==> src/rtl/seg_pkg.sv <==
// Shared constants for the segment-scan decoder: the 16 active-low segment
// patterns (bit0=a .. bit6=g), the FSM state type and default parameters.
package seg_pkg;

  localparam int unsigned NDIG_DEF       = 8;
  localparam int unsigned STABLE_CYC_DEF = 4;

  localparam logic [6:0] SEG_0 = 7'b1000000;
  localparam logic [6:0] SEG_1 = 7'b1111001;
  localparam logic [6:0] SEG_2 = 7'b0100100;
  localparam logic [6:0] SEG_3 = 7'b0110000;
  localparam logic [6:0] SEG_4 = 7'b0011001;
  localparam logic [6:0] SEG_5 = 7'b0010010;
  localparam logic [6:0] SEG_6 = 7'b0000010;
  localparam logic [6:0] SEG_7 = 7'b1111000;
  localparam logic [6:0] SEG_8 = 7'b0000000;
  localparam logic [6:0] SEG_9 = 7'b0010000;
  localparam logic [6:0] SEG_A = 7'b0001000;
  localparam logic [6:0] SEG_B = 7'b0000011;
  localparam logic [6:0] SEG_C = 7'b1000110;
  localparam logic [6:0] SEG_D = 7'b0100001;
  localparam logic [6:0] SEG_E = 7'b0000110;
  localparam logic [6:0] SEG_F = 7'b0001110;

  // Indexed by the nibble value each pattern represents.
  localparam logic [6:0] SEG_PAT [16] = '{
    SEG_0, SEG_1, SEG_2, SEG_3, SEG_4, SEG_5, SEG_6, SEG_7,
    SEG_8, SEG_9, SEG_A, SEG_B, SEG_C, SEG_D, SEG_E, SEG_F
  };

  typedef logic [1:0] seg_state_t;
  localparam seg_state_t ST_IDLE   = 2'd0;
  localparam seg_state_t ST_TRACK  = 2'd1;
  localparam seg_state_t ST_LOCKED = 2'd2;

endpackage

==> src/rtl/seg_pattern_decode.sv <==
// Combinational segment-pattern decoder: seg_n -> {nibble, invalid}.
// Unknown patterns decode to nibble 0 with invalid set.
module seg_pattern_decode
  import seg_pkg::*;
(
  input  logic [6:0] seg_n,
  output logic [3:0] nibble,
  output logic       invalid
);

  // Table search over the 16 legal patterns.
  always_comb begin
    nibble  = 4'h0;
    invalid = 1'b1;
    for (int unsigned i = 0; i < 16; i++) begin
      if (seg_n == SEG_PAT[i]) begin
        nibble  = 4'(i);
        invalid = 1'b0;
      end
    end
  end

endmodule

==> src/rtl/seg_scan_decoder.sv <==
// Multiplexed 7-segment display snooper. Tracks the scanner's digit select
// and segment buses, accepts a digit after STABLE_CYC identical cycles,
// assembles NDIG digits into a frame and hands it out with valid/ready.
// Optional per-digit invalid-pattern flags: define SEG_SCAN_ERR_EN.
module seg_scan_decoder
  import seg_pkg::*;
#(
  parameter int unsigned NDIG       = NDIG_DEF,
  parameter int unsigned STABLE_CYC = STABLE_CYC_DEF
) (
  input  logic              clk,
  input  logic              rst_n,
  input  logic [NDIG-1:0]   an_n,
  input  logic [6:0]        seg_n,
  output logic [4*NDIG-1:0] frame_data,
  output logic              frame_valid,
  input  logic              frame_ready,
`ifdef SEG_SCAN_ERR_EN
  output logic [NDIG-1:0]   digit_err,
`endif
  output logic              overflow
);

  localparam logic [7:0] STABLE_Q = 8'(STABLE_CYC);

  logic [NDIG-1:0]   sel_mask;
  logic              sel_valid;
  logic [3:0]        nibble;
  logic              invalid;
  logic [3:0]        cap_nib;
  logic [NDIG+6:0]   scan;
  logic [NDIG+6:0]   scan_q;
  logic              changed;
  seg_state_t        state;
  seg_state_t        state_d;
  logic [7:0]        cnt;
  logic [7:0]        cnt_d;
  logic              capture;
  logic [NDIG-1:0]   seen;
  logic [4*NDIG-1:0] wbuf;
  logic              complete;
`ifdef SEG_SCAN_ERR_EN
  logic [NDIG-1:0]   werr;
`endif

  // A selection is valid only when exactly one digit line is pulled low.
  assign sel_mask  = ~an_n;
  assign sel_valid = (sel_mask != '0) && ((sel_mask & (sel_mask - NDIG'(1))) == '0);

  seg_pattern_decode u_decode (
    .seg_n   (seg_n),
    .nibble  (nibble),
    .invalid (invalid)
  );

  assign cap_nib  = invalid ? 4'h0 : nibble;
  assign scan     = {an_n, seg_n};
  assign changed  = (scan != scan_q);
  assign complete = &seen;

  // Stability tracking: any bus change restarts the count, a full run locks.
  always_comb begin
    state_d = state;
    cnt_d   = cnt;
    capture = 1'b0;
    if (changed || state == ST_IDLE) begin
      if (sel_valid) begin
        cnt_d   = 8'd1;
        state_d = ST_TRACK;
        if (STABLE_Q <= 8'd1) begin
          capture = 1'b1;
          state_d = ST_LOCKED;
        end
      end else begin
        cnt_d   = '0;
        state_d = ST_IDLE;
      end
    end else if (state == ST_TRACK) begin
      cnt_d = cnt + 8'd1;
      if (cnt_d == STABLE_Q) begin
        capture = 1'b1;
        state_d = ST_LOCKED;
      end
    end else if (state != ST_LOCKED) begin
      cnt_d   = '0;
      state_d = ST_IDLE;
    end
  end

  // FSM state, stability counter and previous-cycle bus snapshot.
  always_ff @(posedge clk or negedge rst_n) begin
    if (!rst_n) begin
      state  <= ST_IDLE;
      cnt    <= '0;
      scan_q <= '1;
    end else begin
      state  <= state_d;
      cnt    <= cnt_d;
      scan_q <= scan;
    end
  end

  // Working buffer: captures land at the selected index; a completed frame
  // clears the seen mask on the same edge a new capture may set one bit.
  always_ff @(posedge clk or negedge rst_n) begin
    if (!rst_n) begin
      seen <= '0;
      wbuf <= '0;
`ifdef SEG_SCAN_ERR_EN
      werr <= '0;
`endif
    end else begin
      seen <= (complete ? '0 : seen) | (capture ? sel_mask : '0);
      if (capture) begin
        for (int unsigned i = 0; i < NDIG; i++) begin
          if (sel_mask[i]) begin
            wbuf[4*i +: 4] <= cap_nib;
`ifdef SEG_SCAN_ERR_EN
            werr[i] <= invalid;
`endif
          end
        end
      end
    end
  end

  // Output holding register with valid/ready handshake and sticky overflow.
  always_ff @(posedge clk or negedge rst_n) begin
    if (!rst_n) begin
      frame_data  <= '0;
      frame_valid <= 1'b0;
      overflow    <= 1'b0;
`ifdef SEG_SCAN_ERR_EN
      digit_err   <= '0;
`endif
    end else if (complete) begin
      if (!frame_valid || frame_ready) begin
        frame_data  <= wbuf;
        frame_valid <= 1'b1;
`ifdef SEG_SCAN_ERR_EN
        digit_err   <= werr;
`endif
      end else begin
        overflow <= 1'b1;
      end
    end else if (frame_valid && frame_ready) begin
      frame_valid <= 1'b0;
    end
  end

endmodule

==> config.mk <==
export PLATFORM = sky130hd
export DESIGN_NAME = seg_scan_decoder
export DESIGN_NICKNAME = d
export VERILOG_FILES = /design/src/rtl/seg_pkg.sv /design/src/rtl/seg_pattern_decode.sv /design/src/rtl/seg_scan_decoder.sv
export SDC_FILE = /design/constraint.sdc
export NUM_CORES = 1
export LEC_CHECK = 0
export CAP_MARGIN = 20
export CORE_MARGIN = 2
export CORE_UTILIZATION = 55
export DETAILED_ROUTE_END_ITERATION = 8
export PLACE_DENSITY = 0.78
export SYNTH_ARGS = -nofsm -noshare
export SYNTH_HDL_FRONTEND = slang
export SYNTH_HIERARCHICAL = 1
export SYNTH_SLANG_ARGS = --single-unit
==> constraint.sdc <==
create_clock -name clk -period 2.3 [get_ports clk]
set_clock_uncertainty 0.05 [all_clocks]
set_input_delay 0.575 -clock clk [delete_from_list [all_inputs] [get_ports clk]]
set_output_delay 0.575 -clock clk [all_outputs]
set_load 0.02 [all_outputs]
==> out/metrics.cfg, run 1 <==
[logic_synthesis]
ys_warn_count = 6
synth_top_area_cell = dfrtp_1
netlist_area_mm2 = 0.00453
synth-async-reset-ratio_pct = 100
ys_ff_latch = 99
synth_top_family_by_area = multiplexers
synth_cell_type_count = 55
synth-xor-area-share_pct = 3.48
synth.top_cell.area_share_pct = 46.4
avgSynthCellArea_um2 = 13.1
synth_mux_area_share_pct = 18.8
synth.net_count = 364
synth_compound_area_share_pct = 5.69
synthSimpleGateAreaFrac_pct = 12.9
ys.flop_type = dfrtp_1
syn_inst = 345
yosys-top-cells-area = dfrtp_1 46%, mux2_4 11%, dfstp_2 8.7%
ys_seq_area_share_pct = 55.1
synth_edf_count = 0
synth_fa_ha_area_share_pct = 0.497

[clocking]
clkSinkCount = 99
clkTransAtPathRegs_ps = 100
clock_latency_ps = 370
cts_tree = yes
postCtsHoldBufs = 0
clock_path_buffers = 2
htree_levels = 3
root_buffer = clkbuf_8
cts_made_buffers = 9

[timing]
fin_crit_sh_pct = 96.5
holdWs_ps = 27.0
timing.slew.headroom_pct = 69.1
hold_violations = 0
rsz0062_at_grt = false
drv_slew = 0
finalSetupTns_ps = 0
max_freq_mhz = 450
tightest_slew_ps = 462
setup_viol = 0
period_minus_slack_ps = 2220

[floorplanning]
initial_core_util_pct = 56.0
die_w_um = 94.7
num_rows = 33
coreArea_mm2 = 0.00809
ios = 52
die_h_um = 94.7
die_area_mm2 = 0.00897

[power]
p_int_w = 0.00240
p_leak_nw = 2.87
ir_drop_v = 0.000414
seq_power_share_pct = 55.6
power.switching_w = 0.000784
power_w = 0.00319
p_comb_share_pct = 7.9
p_sw_share_pct = 24.6
p_per_area_mw_per_mm2 = 541
p_clk_share_pct = 36.4

[final_layout]
nNetsFinal = 461
area_growth_pct = 30.0
nFillCells = 549
fin_cells = 552
n_antenna_cell = 0
drive_above_1_share_pct = 42.1
layout_common_cells = 84 x dfrtp_1, 46 x buf_4, 36 x clkdlybuf4s50_1
layout_commonest_cell = dfrtp_1

[setup_path]
startpoint_type = input pin
path_cells = dlygate4sd2_1, xor2_1, nor4_4, buf_4, nand3_4, or3_4, mux2_4
critPathArrivalTime_ps = 2430
crit_type = in -> reg
cpPeakStageDelay_ps = 460
required_ps = 2510
crit_fanout = 6
reg2reg_depth = 6
critPathCaptureType = flop
cp_slowest_cell = or3_4

[placement]
place_inst = 520
gp_congestion = 0.842
dp_hpwl_mm = 6.40
portBuffers = 51

[grt]
grt_pass1_wl_mm = 15.6
antenna_found_initial = 0
grt_pass1_vias = 3139
grt_usage_pct = 22.7
grt_max_degree = 43
grt_overflow = 0

[detailed_routing]
drc = 0
dr.pass1.iters = 4
wl_per_cell_um = 16.8
avgViaCountPerCell = 5.54
drt_iter0_markers = 200
routed_wl_mm = 9.30
vias = 3059
drtAntennaViolNets = 0

[status]
status = completed

[job]
max_cap_viol_count = 0

[worst_hold_path]
hold_path_class = in -> async

[per-stage QoR]
step	utilization [%]	cell area [um^2]	worst slack, ps
3_5_place_dp	66.6	5390	-770
5_1_grt	72.8	5890	8.03
3_3_place_gp	66.6	5390	-692
6_report	72.8	5890	79.9
4_1_cts	71.7	5800	4.73
2_1_floorplan	-	4530	179
[power groups by stage]
stage	Combinational, W	Clock, W	Sequential (W)
after CTS	0.000249	0.00119	0.00177
final	0.000253	0.00116	0.00177
after global routing	0.000277	0.00126	0.00177
after detailed placement	0.000226	0	0.00180
after global placement	0.000219	0	0.00180
after floorplan	0.0000864	0	0.00180
[cells by family (layout without fill, tap and decap cells)]
group           Yosys count  after routing
compound gates           37             37
xor+xnor                 18             18
fa+ha+maj                 2              2
buf+inv                  29            130
flops                    99             99
mux                      65             65
simple gates             95             96
[synthesized netlist by cell type (all sizes together) (3+ instances only)]
cell type / instances
nor2: 9
xor2: 8
nand4b: 3
or3: 9
inv: 10
mux2: 64
nand2: 27
buf: 18
nor2b: 7
xnor2: 10
nand4: 7
a21oi: 7
dfstp: 15
nand3: 5
dfrtp: 84
nor3: 7
nor4: 4
o21ai: 14
and3: 6
[layer usage]
| metal | track usage [%] | routed length (um) | vias up | part of all wire [%] |
|---|---|---|---|---|
| met1 | 31.6 | 4320 | 1546 | 46 |
| li1 | - | - | 1427 | - |
| met5 | 0 | 0 | - | 0 |
| met2 | 35.5 | 4440 | 69 | 48 |
| met4 | 7.13 | 232 | 0 | 2.5 |
| met3 | 5.35 | 305 | 17 | 3.3 |
[layout make-up]
class,instances,area (um^2),share of cell area (%)
inverter,10,37.5,0.637
sequential,99,2500,42.4
clock inverter,7,83.8,1.42
clock buffer,9,124,2.10
tap,105,131,2.23
timing repair buffer,104,992,16.9
multi-input combinational,218,2020,34.4
[timing repair]
item                       CTS  global route
pin swaps                    8             8
buffers inserted            12             3
setup endpoints to repair   32            32
resized for setup           29            14
gates cloned                 1             0
[critical path: cells and delay by family]
kind	cells	cell delay, ps
buf+inv	2	490
xor+xnor	1	190
simple gates	3	870
mux	1	310
[flip-flops by register name, summed over array words and instances, names as in the netlist]
name,flops
state,2
cnt,8
frame_data,32
scan_q,15
wbuf,32
frame_valid,1
seen,8
overflow,1
[path summary, 6_finish.rpt]
| path | from | to | slack, ps |
|---|---|---|---|
| worst max-delay path | seg_n[0] | wbuf[31] | 80 |
| worst min-delay path | rst_n | frame_data[19] | 30 |
| worst max register to register | state[1] | wbuf[12] | 110 |
| worst min register to register | overflow | overflow | 430 |
| max in group asynchronous | rst_n | scan_q[13] | 1600 |
| min in group clk | overflow | overflow | 430 |
No activity file was read; power rests on OpenSTA's default activity.
==> run 2: changes to the inputs <==
--- a/config.mk
+++ b/config.mk
@@ -9,6 +9,7 @@
 export CORE_MARGIN = 2
 export CORE_UTILIZATION = 55
 export DETAILED_ROUTE_END_ITERATION = 8
+export GPL_ROUTABILITY_DRIVEN = 0
 export PLACE_DENSITY = 0.78
 export SYNTH_ARGS = -nofsm -noshare
 export SYNTH_HDL_FRONTEND = slang
==> run 2 against run 1 <==
  * Die area is the same
  * Wire length shrank 2.0%
  * Final cell count shrank 1.3%
  * Register-to-register slack gained 60 ps
  * Critical path depth is the same
  * Global-route usage shrank 0.31 points
  * Final area shrank 1.6%
  * Sequential cell count is the same
  * Combinational power shrank 3%
  * Sequential share of layout area grew 0.67 points
  * Critical path type unchanged
==> out/metrics.cfg, run 2 (synthesis results as in run 1) <==
[floorplanning]
die_area_mm2 = 0.00897  ; unchanged
num_rows = 33  ; unchanged
die_h_um = 94.7  ; unchanged
coreArea_mm2 = 0.00809  ; unchanged
die_w_um = 94.7  ; unchanged
initial_core_util_pct = 56.0  ; unchanged
ios = 52  ; unchanged

[timing]
setup_viol = 0  ; unchanged
tightest_slew_ps = 682  ; was 462 ps
finalSetupTns_ps = 0  ; unchanged
period_minus_slack_ps = 2240  ; was 2220 ps
hold_violations = 0  ; unchanged
max_freq_mhz = 447  ; was 450 MHz
fin_crit_sh_pct = 97.3  ; was 96.5%
timing.slew.headroom_pct = 54.5  ; was 69.1%
drv_slew = 0  ; unchanged
rsz0062_at_grt = false  ; unchanged

[placement]
portBuffers = 51  ; unchanged
place_inst = 519  ; was 520
dp_hpwl_mm = 6.28  ; was 6.40 mm

[detailed_routing]
avgViaCountPerCell = 5.49  ; was 5.54
routed_wl_mm = 9.11  ; was 9.30 mm
wl_per_cell_um = 16.7  ; was 16.8 um
dr.pass1.iters = 5  ; was 4
drt_iter0_markers = 200  ; unchanged
drc = 0  ; unchanged
drtAntennaViolNets = 0  ; unchanged
vias = 2992  ; was 3059

[final_layout]
nNetsFinal = 454  ; was 461
fin_cells = 545  ; was 552
drive_above_1_share_pct = 40.7  ; was 42.1%
n_antenna_cell = 0  ; unchanged
top_regs = frame_data: 32 flops, wbuf: 32 flops, scan_q: 15 flops  ; unchanged
layout_commonest_cell = dfrtp_1  ; unchanged
nFillCells = 588  ; was 549
area_growth_pct = 28.0  ; was 30.0%
layout_common_cells = 84 x dfrtp_1, 43 x clkdlybuf4s50_1, 37 x buf_4  ; was 84 x dfrtp_1, 46 x buf_4, 36 x clkdlybuf4s50_1

[status]
status = completed  ; unchanged

[worst_hold_path]
hold_path_class = in -> async  ; unchanged

[setup_path]
reg2reg_to = wbuf[13]  ; was wbuf[12]
crit_type = in -> reg  ; unchanged
reg2reg_slack_ps = 170  ; was 110 ps
required_ps = 2510  ; about the same
reg2reg_depth = 5  ; was 6
critPathCaptureType = flop  ; unchanged
startpoint_type = input pin  ; unchanged
crit_fanout = 5  ; was 6
critPathArrivalTime_ps = 2450  ; was 2430 ps
r2r_start = cnt[0]  ; was state[1]

[clocking]
clock_path_buffers = 2  ; unchanged
clock_latency_ps = 370  ; about the same
htree_levels = 3  ; unchanged
cts_made_buffers = 9  ; unchanged
clkSinkCount = 99  ; unchanged
root_buffer = clkbuf_8  ; unchanged
cts_tree = yes  ; unchanged
clkTransAtPathRegs_ps = 100  ; about the same

[power]
power_w = 0.00319  ; about the same
ir_drop_v = 0.000344  ; was 0.000414 V
p_per_area_mw_per_mm2 = 550  ; was 541 mW/mm^2
p_leak_nw = 2.78  ; was 2.87 nW

[grt]
grt_pass1_vias = 3088  ; was 3139
grt_pass1_wl_mm = 15.4  ; was 15.6 mm
grt_overflow = 0  ; unchanged
grt_usage_pct = 22.4  ; was 22.7%
antenna_found_initial = 0  ; unchanged
grt_max_degree = 55  ; was 43

[job]
max_cap_viol_count = 0  ; unchanged

==> run 2: changes by cell type in the layout (fill, tap and decap cells not counted), moves of 3 or more <==
cell and delta:
buf_4 -9, clkdlybuf4s50_1 +7, dlymetal6s2s_1 -6, buf_6 +3, clkinv_4 +3, clkinvlp_4 -3
==> run 2: worst max-delay path by stage <==
stage | cells after the start | slack [ps] | start | to
final | 7 | 60 | an_n[0] | wbuf[13]
after CTS | 10 | 5 | seg_n[2] | wbuf[7]
after global routing | 7 | 1 | an_n[0] | wbuf[7]
after global placement | 7 | -710 | seg_n[0] | wbuf[31]
after floorplan | 6 | 180 | seg_n[0] | wbuf[0]
after detailed placement | 7 | -850 | seg_n[0] | wbuf[23]
==> run 2: critical path: stages <==
cell             delay, ps
clkdlybuf4s50_1        510
xnor2_1                140
nand4_1                180
nor2_4                 190
nand3_4                120
or3_4                  410
mux2_4                 320
==> run 2: layer usage <==
layer  up-vias  track usage, %  part of all wire [%]
met5         -               0                     0
met4         0            5.80                   1.0
met3         9            3.03                   3.5
met2        75            37.8                    50
met1      1499            30.8                    45
li1       1409               -                     -
==> run 2: layout make-up <==
| type | instances | area, um^2 | area share (%) |
|---|---|---|---|
| tap | 105 | 131 | 2.27 |
| timing repair buffer | 97 | 925 | 16.0 |
| clock inverter | 7 | 83.8 | 1.45 |
| sequential | 99 | 2500 | 43.1 |
| clock buffer | 9 | 124 | 2.14 |
| inverter | 10 | 37.5 | 0.648 |
| multi-input combinational | 218 | 2000 | 34.5 |
==> run 2: report_power, final <==
| group | internal (W) | switching [W] | leakage, nW |
|---|---|---|---|
| logic | 0.000113 | 0.000132 | 1.35 |
| clock network | 0.000522 | 0.000648 | 0.107 |
| registers | 0.00176 | 0.00000751 | 1.33 |
==> run 2: what timing repair did <==
item | CTS | global route
gates resized for setup | 31 | 6
pin swaps | 10 | 2
hold buffers | 0 | 0
buffers inserted | 9 | 0
setup endpoints to repair | 39 | 40
gates cloned | 1 | 0
==> run 2: per-stage QoR <==
stage	cell area (um^2)	util [%]	setup slack [ps]	hold WS [ps]
final	5800	71.6	61.1	197
after global routing	5800	71.6	1.20	248
after CTS	5770	71.3	4.63	214
after detailed placement	5370	66.3	-852	403
after global placement	5370	66.3	-710	399
after floorplan	4530	-	179	229
